$ cat src/rtl/tt_um_array_div_seq_gnahslliw.sv
// rtl/tt_um_array_div_seq_gnahslliw.sv - 8/4-bit sequential restoring divider (optional DIV_ZERO_FAST_EN)
module tt_um_array_div_seq_gnahslliw (
    input  logic       clk,
    input  logic       rst_n,
    input  logic       ena,
    input  logic [7:0] ui_in,
    input  logic [7:0] uio_in,
    output logic [7:0] uo_out,
    output logic [7:0] uio_out,
    output logic [7:0] uio_oe
);

    typedef enum logic [1:0] {
        IDLE = 2'd0,
        BUSY = 2'd1,
        DONE = 2'd2,
        ZDIV = 2'd3
    } state_t;

    state_t     state;
    state_t     state_nx;
    logic       start_q;
    logic       start_edge;
    logic       load;
    logic       zero_fast;
    logic [7:0] dvd;
    logic [3:0] dvs;
    logic [7:0] pr;
    logic [7:0] quo;
    logic [2:0] cnt;
    logic [8:0] pr_sh;
    logic       fits;
    logic [7:0] pr_nx;
    logic       unused;

    assign unused     = &{1'b0, uio_in[7:6]};
    assign start_edge = uio_in[4] & ~start_q;

`ifdef DIV_ZERO_FAST_EN
    assign zero_fast = (uio_in[3:0] == 4'd0);
`else
    assign zero_fast = 1'b0;
`endif

    // 9-bit trial value; the kept remainder is always below 256 so 8 bits are stored
    assign pr_sh = {pr, dvd[7]};
    assign fits  = (pr_sh >= {5'b0, dvs});
    assign pr_nx = fits ? 8'(pr_sh - {5'b0, dvs}) : pr_sh[7:0];

    always_ff @(posedge clk or negedge rst_n) begin
        if (!rst_n) begin
            state <= IDLE;
        end else if (ena) begin
            state <= state_nx;
        end
    end

    always_comb begin
        state_nx = state;
        load     = 1'b0;
        case (state)
            IDLE, DONE: begin
                if (start_edge) begin
                    load     = 1'b1;
                    state_nx = zero_fast ? ZDIV : BUSY;
                end
            end
            BUSY: begin
                if (cnt == 3'd7) begin
                    state_nx = DONE;
                end
            end
            ZDIV: begin
                state_nx = DONE;
            end
            default: begin
                state_nx = IDLE;
            end
        endcase
    end

    always_ff @(posedge clk or negedge rst_n) begin
        if (!rst_n) begin
            start_q <= 1'b0;
            dvd     <= 8'd0;
            dvs     <= 4'd0;
            pr      <= 8'd0;
            quo     <= 8'd0;
            cnt     <= 3'd0;
        end else if (ena) begin
            start_q <= uio_in[4];
            if (load) begin
                dvd <= ui_in;
                dvs <= uio_in[3:0];
                cnt <= 3'd0;
                if (zero_fast) begin
                    pr  <= ui_in;
                    quo <= 8'hFF;
                end else begin
                    pr  <= 8'd0;
                    quo <= 8'd0;
                end
            end else if (state == BUSY) begin
                dvd <= {dvd[6:0], 1'b0};
                pr  <= pr_nx;
                quo <= {quo[6:0], fits};
                cnt <= cnt + 3'd1;
            end
        end
    end

    assign uo_out  = uio_in[5] ? pr : quo;
    assign uio_out = {(state == DONE), (state == BUSY), 6'b0};
    assign uio_oe  = 8'b1100_0000;

endmodule

$ cat config.mk
export PLATFORM = sky130hd
export DESIGN_NAME = tt_um_array_div_seq_gnahslliw
export DESIGN_NICKNAME = d
export VERILOG_FILES = /design/src/rtl/tt_um_array_div_seq_gnahslliw.sv
export SDC_FILE = /design/constraint.sdc
export NUM_CORES = 1
export LEC_CHECK = 0
export BUFFER_PORTS_ARGS = -buffer_cell sky130_fd_sc_hd__buf_2
export CAP_MARGIN = 20
export CORE_MARGIN = 3
export CORE_UTILIZATION = 34
export CTS_BUF_LIST = sky130_fd_sc_hd__clkbuf_4 sky130_fd_sc_hd__clkbuf_8
export CTS_CLUSTER_DIAMETER = 150
export DETAILED_ROUTE_END_ITERATION = 8
export PLACE_DENSITY_LB_ADDON = 0.15
export SYNTH_ARGS = -nofsm -noshare
export SYNTH_HDL_FRONTEND = slang
export SYNTH_SLANG_ARGS = --single-unit
$ cat constraint.sdc
create_clock -name clk -period 2.9 [get_ports clk]
set_clock_uncertainty 0.05 [all_clocks]
set_input_delay 0.435 -clock clk [delete_from_list [all_inputs] [get_ports clk]]
set_output_delay 0.435 -clock clk [all_outputs]
set_load 0.01 [all_outputs]
Word-level counts from Yosys, hierarchy flattened

Index checks and enable logic that the tools add are counted.

Magnitude comparators: 1
$mul: 0
Shift-type cells: 0
Reductions and logical operators: 6
Equality and inequality tests: 6
Add/sub/neg operators: 2
Divide/modulo/power cells: 0
Muxes and demuxes: 15
Bitwise logic cells: 2

Operators by type and width:

| kind                                                  | number |
|---|---|
| 2-to-1 mux 8 bit                                      | 8 |
| greater-or-equal comparator 9 x 4 -> 1 bit            | 1 |
| subtractor 8 x 4 -> 8 bit                             | 1 |
| 2-to-1 mux 3 bit                                      | 2 |
| case mux 2 bit (3 select lines)                       | 1 |
| equality test 2 bit, second input constant            | 2 |
| 2-to-1 mux 2 bit                                      | 2 |
| AND reduction 2 bit                                   | 2 |
| adder 3 x 1 -> 3 bit, second input constant           | 1 |
| equality test 3 bit, second input constant            | 1 |
| AND reduction 3 bit                                   | 1 |
| equality test 2 x 1 -> 1 bit, second input constant   | 1 |
| zero test 2 bit                                       | 1 |
| 2-to-1 mux 1 bit                                      | 2 |
| inequality test 2 x 1 -> 1 bit, second input constant | 1 |
| inequality test 2 bit, second input constant          | 1 |
| nonzero test 2 bit                                    | 1 |
| OR reduction 2 bit                                    | 1 |
| AND 1 bit                                             | 1 |
| inverter 1 bit                                        | 1 |

Bits of input ports: 19
ROM bits: 0
Latch bits: 0
Bits in writable memories: 0
Memories: 0
Register bits: 34
Logic and storage cells: 39

Logic depth before layout (Yosys ltp)

Word-level depth: 6
Depth in mapped cells: 8
Mapped depth without buffers: 8

Worst setup path before layout

OpenSTA, ideal clock, no wires.

Kind: reg-to-reg
Start: register pr[1]
End: register pr[3]
Arrival: 1.581 ns
Cell stages (with the launch flop): 7
Buffers on the path: 1
Setup slack: 1.138 ns
Data required time: 2.719 ns
Setup time: 0.131 ns
Path through: dfrtp_1 ha_1 a21o_1 a221oi_2 buf_6 mux2i_1 o21ai_1

Longest elaborated chain between the ends: 4
Elaborated cells on any way between the ends: 5

Ends and longest elaborated chain:

| what                                                                                           | RTL line | RTL |
|---|---|---|
| start, declared                                                                                | 28       | `logic [7:0] pr;` |
| start signal, assigned                                                                         | 97       | `pr <= ui_in;` |
| start signal, assigned                                                                         | 105      | `pr <= pr_nx;` |
| subtractor 8 x 4 -> 8 bit / greater-or-equal comparator 9 x 4 -> 1 bit (equally long branches) | 48, 47   |  |
| 2-to-1 mux 8 bit (*)                                                                           | 48       | `assign pr_nx = fits ? 8'(pr_sh - {5'b0, dvs}) : pr_sh[7:0];` |
| 2-to-1 mux 8 bit (*)                                                                           | 103      | `end else if (state == BUSY) begin` |
| 2-to-1 mux 8 bit (*)                                                                           | 92       | `if (load) begin` |

Mark *: on every way between the ends. The rest lies on a longest branch, timed or not. The select of a mux whose other input is x is not followed.
A chain may end at the register's enable or synchronous reset.

Worst setup path in the final report

Same ends and word-level chain as after synthesis.

==> impl_summary.md <==
Cells and area
Compared with the post-synthesis result, the final layout area differs by 11.5%. Leaving out fill and tap cells, the most frequent cells in the layout are sky130_fd_sc_hd__dfrtp_1, sky130_fd_sc_hd__buf_2, sky130_fd_sc_hd__nand2_1. In the final layout, the share of cells above drive strength 1 is 27.7%. The number of nets in the layout is 231. The most common library cell in the layout ignoring fill and taps is sky130_fd_sc_hd__dfrtp_1. The repair_antennas step left the layout with diodes totalling 0. The number of non-filler instances in the completed layout is 276.

Measured on the finished design, the core utilization comes to 40.5%.

Timing
The headroom to the max-slew limit is 48.9%. The final critical-path required period is 2240 ps. The final number of hold-violating endpoints was 0. The count of pins over their slew limit is 0. The final worst-path cycle share is 77.1%.

The final-layout setup total negative slack is 0 ps. The slew at the pin closest to its max-slew limit is 766 ps. The achievable clock frequency is 0.447 GHz. The final setup violation count is 0.

Hold is met by 163 ps. Setup repair after global routing left no endpoint under its margin.

Route
Before antenna repair, the detailed router went through 5 iterations. The count of nets left with antenna violations once routing finished came out at 0. After detailed routing, the number of remaining DRC violations is 0. The detailed router finished its first iteration with 57 violations. The detailed-route via count is 1,374. The aggregate routed wire length is 3910 um.

The final routed wire length divided by cell count is 14.2 um. The ratio of routed vias to standard cells is 4.98.

Clock tree
In this run, post-CTS hold repair placed 0 buffers. The number of gates resized after CTS is 0. The H-tree generated during clock tree synthesis spans 2 levels.

The maximum clock insertion buffer count is 2. The root buffer cell is sky130_fd_sc_hd__clkbuf_8. After clock tree synthesis, the setup repair step added 0 buffers. The tree built by TritonCTS fans out to 34 sinks. Clock tree synthesis inserted a total of 5 buffers. TritonCTS built the clock tree.

The worst-skew pair later-pin latency is 280 ps. After clock tree synthesis, the clock-pin slew on the worst setup and hold paths is 70 ps.

Yosys
In the post-synthesis netlist, the biggest area contributors are sky130_fd_sc_hd__dfrtp_1, sky130_fd_sc_hd__mux2_2, sky130_fd_sc_hd__buf_4. The count of mapped cells out of synthesis is 182. The post-synthesis cell type with the largest combined area is sky130_fd_sc_hd__dfrtp_1.

The Yosys warning count is 0. Counting flops with an async set or reset pin after synthesis yields a share of 100%. After synthesis, the netlist uses 39 different library cells.

A synthesized cell averages 10.5 um2. Of the post-synthesis cell area, the dominant cell type holds 44.5%. After synthesis the cells add up to 1910 um2. In the synthesized netlist the dominant register cell turns out to be sky130_fd_sc_hd__dfrtp_1.

After synthesis the netlist holds a flip-flop and latch count of 34. In this run, synthesis inferred 0 flip-flops with an integrated enable. The share of the Yosys chip area taken by registers is 44.5%.

Worst setup path
STA classifies the critical path startpoint as a register. For this design, the slowest cell found on the critical path is sky130_fd_sc_hd__a221oi_2. STA classifies the critical path endpoint as a register. The largest single stage delay on the critical path is 670 ps. The critical path goes through ha_1 -> and4b_1 -> a221oi_2 -> mux2i_1 -> o21ai_1.

For the worst setup path, the data arrival time is 2350 ps. The largest driver fanout on the critical path is 11. The largest delay contributor family on the critical path is compound AO/OA/AOI/OAI gates. The critical path is of the reg2reg type.

The worst path buffer plus inverter count is 0. At the worst endpoint, the required time is 3010 ps.

Power and ir drop
The switching power share of the total is 40.4%. The part of the total power dissipated in sequential elements is 38.7%. In this run the static leakage power is 1.01 nW. VDD sags by at most 0.000344 V. The combinational cell fraction of total power is 44.9%. The clock network is responsible for 16.3% of the overall power.

The cell internal power dissipation is 0.00133 W. The reported net switching power is 0.000900 W. Dividing total power by cell area gives a power density of 1050 nW/um2. The completed layout was analyzed and its total power is 0.00223 W.

Job
Across the run, the number of max-cap violations was 0.

Floorplan
The number of top-level pins is 43. The die area is 6560 um2. The height of the die is 81.0 um. From left edge to right edge, the die measures 81.0 um. The initial utilization of the core area, before any placement, comes to 36.3%. The placement row count is 26. The standard cell core area is 5270 um2.

GRT
The first global-routing pass estimated 6910 um of wire. The leftover overflow at the end of global routing is 0. The maximum number of pins on one net before global-route repair is 35.

The number of global-route vias before repair is 1,390. The initial antenna violation count is 0. For this run, the total global-route usage over all layers was measured as 13.6%.

Place
The count of buffers added on input and output ports is 26. The congestion estimate from routability-driven global placement came to 0.846. Summed over all nets, the half-perimeter wirelength after detailed placement is 2890 um. Counting tap cells, the placed design contains a total of 268 instances.

Outcome
The run finished with clean final reports.

Worst hold path
The min-delay analysis places its worst path in the category in2async.
## routing by layer
layer | part of all wire (%) | wire [um] | track usage, %
met1 | 48 | 1890 | 17.9
met2 | 45 | 1760 | 21.8
met3 | 5.4 | 212 | 3.88
met4 | 1.4 | 53 | 4.05
met5 | 0 | 0 | 0
## synthesized netlist by cell type (2+ instances only)
cell,instances
sky130_fd_sc_hd__nand2b_1,2
sky130_fd_sc_hd__o41ai_1,2
sky130_fd_sc_hd__a22o_1,9
sky130_fd_sc_hd__o21ai_0,14
sky130_fd_sc_hd__conb_1,2
sky130_fd_sc_hd__inv_1,5
sky130_fd_sc_hd__buf_4,15
sky130_fd_sc_hd__buf_6,2
sky130_fd_sc_hd__dfrtp_1,34
sky130_fd_sc_hd__mux2_2,13
sky130_fd_sc_hd__o311ai_0,3
sky130_fd_sc_hd__mux2i_1,9
sky130_fd_sc_hd__nand2_1,19
sky130_fd_sc_hd__nand3_1,7
sky130_fd_sc_hd__and3_1,2
sky130_fd_sc_hd__a31oi_1,4
sky130_fd_sc_hd__nor2b_1,2
sky130_fd_sc_hd__buf_2,3
sky130_fd_sc_hd__nand2_2,2
sky130_fd_sc_hd__nor2_1,5
sky130_fd_sc_hd__clkbuf_1,5
sky130_fd_sc_hd__ha_1,6
## final timing paths
kind	start	to	slack, ps	cells after the start
worst max-delay path	pr[1]	pr[3]	660	5
worst min-delay path	rst_n	start_q	160	1
worst min register to register	dvd[2]	dvd[2]	440	2
max in group asynchronous	rst_n	pr[3]	2160	1
worst max register to register	pr[1]	pr[3]	660	5
min in group clk	uio_in[0]	dvs[0]	330	2
## cells by family after synthesis
family,after synthesis,synth area share (%)
buffers and inverters,30,9.81
muxes,22,12.4
adders and majority gates,7,4.97
DFF,34,44.5
other,2,0.393
xor gates and xnor gates,2,0.916
and+or+nand+nor,47,13.1
AOI/OAI and AO/OA,38,13.9
## sequential cells by signal, summed over array words and instances, names as in the netlist
signal   cells
dvd          8
cnt          3
state        2
quo          8
dvs          4
pr           8
start_q      1
## area by class of cell
| cell class | instances | area (um2) |
|---|---|---|
| timing repair buffer | 29 | 153 |
| clock buffer | 6 | 82.6 |
| sequential | 34 | 851 |
| inverter | 5 | 18.8 |
| clock inverter | 2 | 12.5 |
| fill | 539 | 3140 |
| multi-input combinational | 130 | 928 |
| tap | 70 | 87.6 |
## power groups by stage
stage                     Combinational, W  Clock [W]  Sequential (W)
after floorplan                   0.000826          0        0.000794
after global placement            0.000963          0        0.000859
after detailed placement           0.00101          0        0.000872
after CTS                          0.00101   0.000381        0.000864
after global routing               0.00115   0.000408        0.000901
final                              0.00100   0.000364        0.000863
## stage by stage
| stage | setup slack [ps] | area (um2) |
|---|---|---|
| finish | 663 | 2130 |
| global route | 466 | 2130 |
| CTS | 662 | 2130 |
| detailed placement | 685 | 2040 |
| global placement | 720 | 2040 |
| floorplan | 1140 | 1960 |
Note: power is estimated with default switching activity, not from simulation.
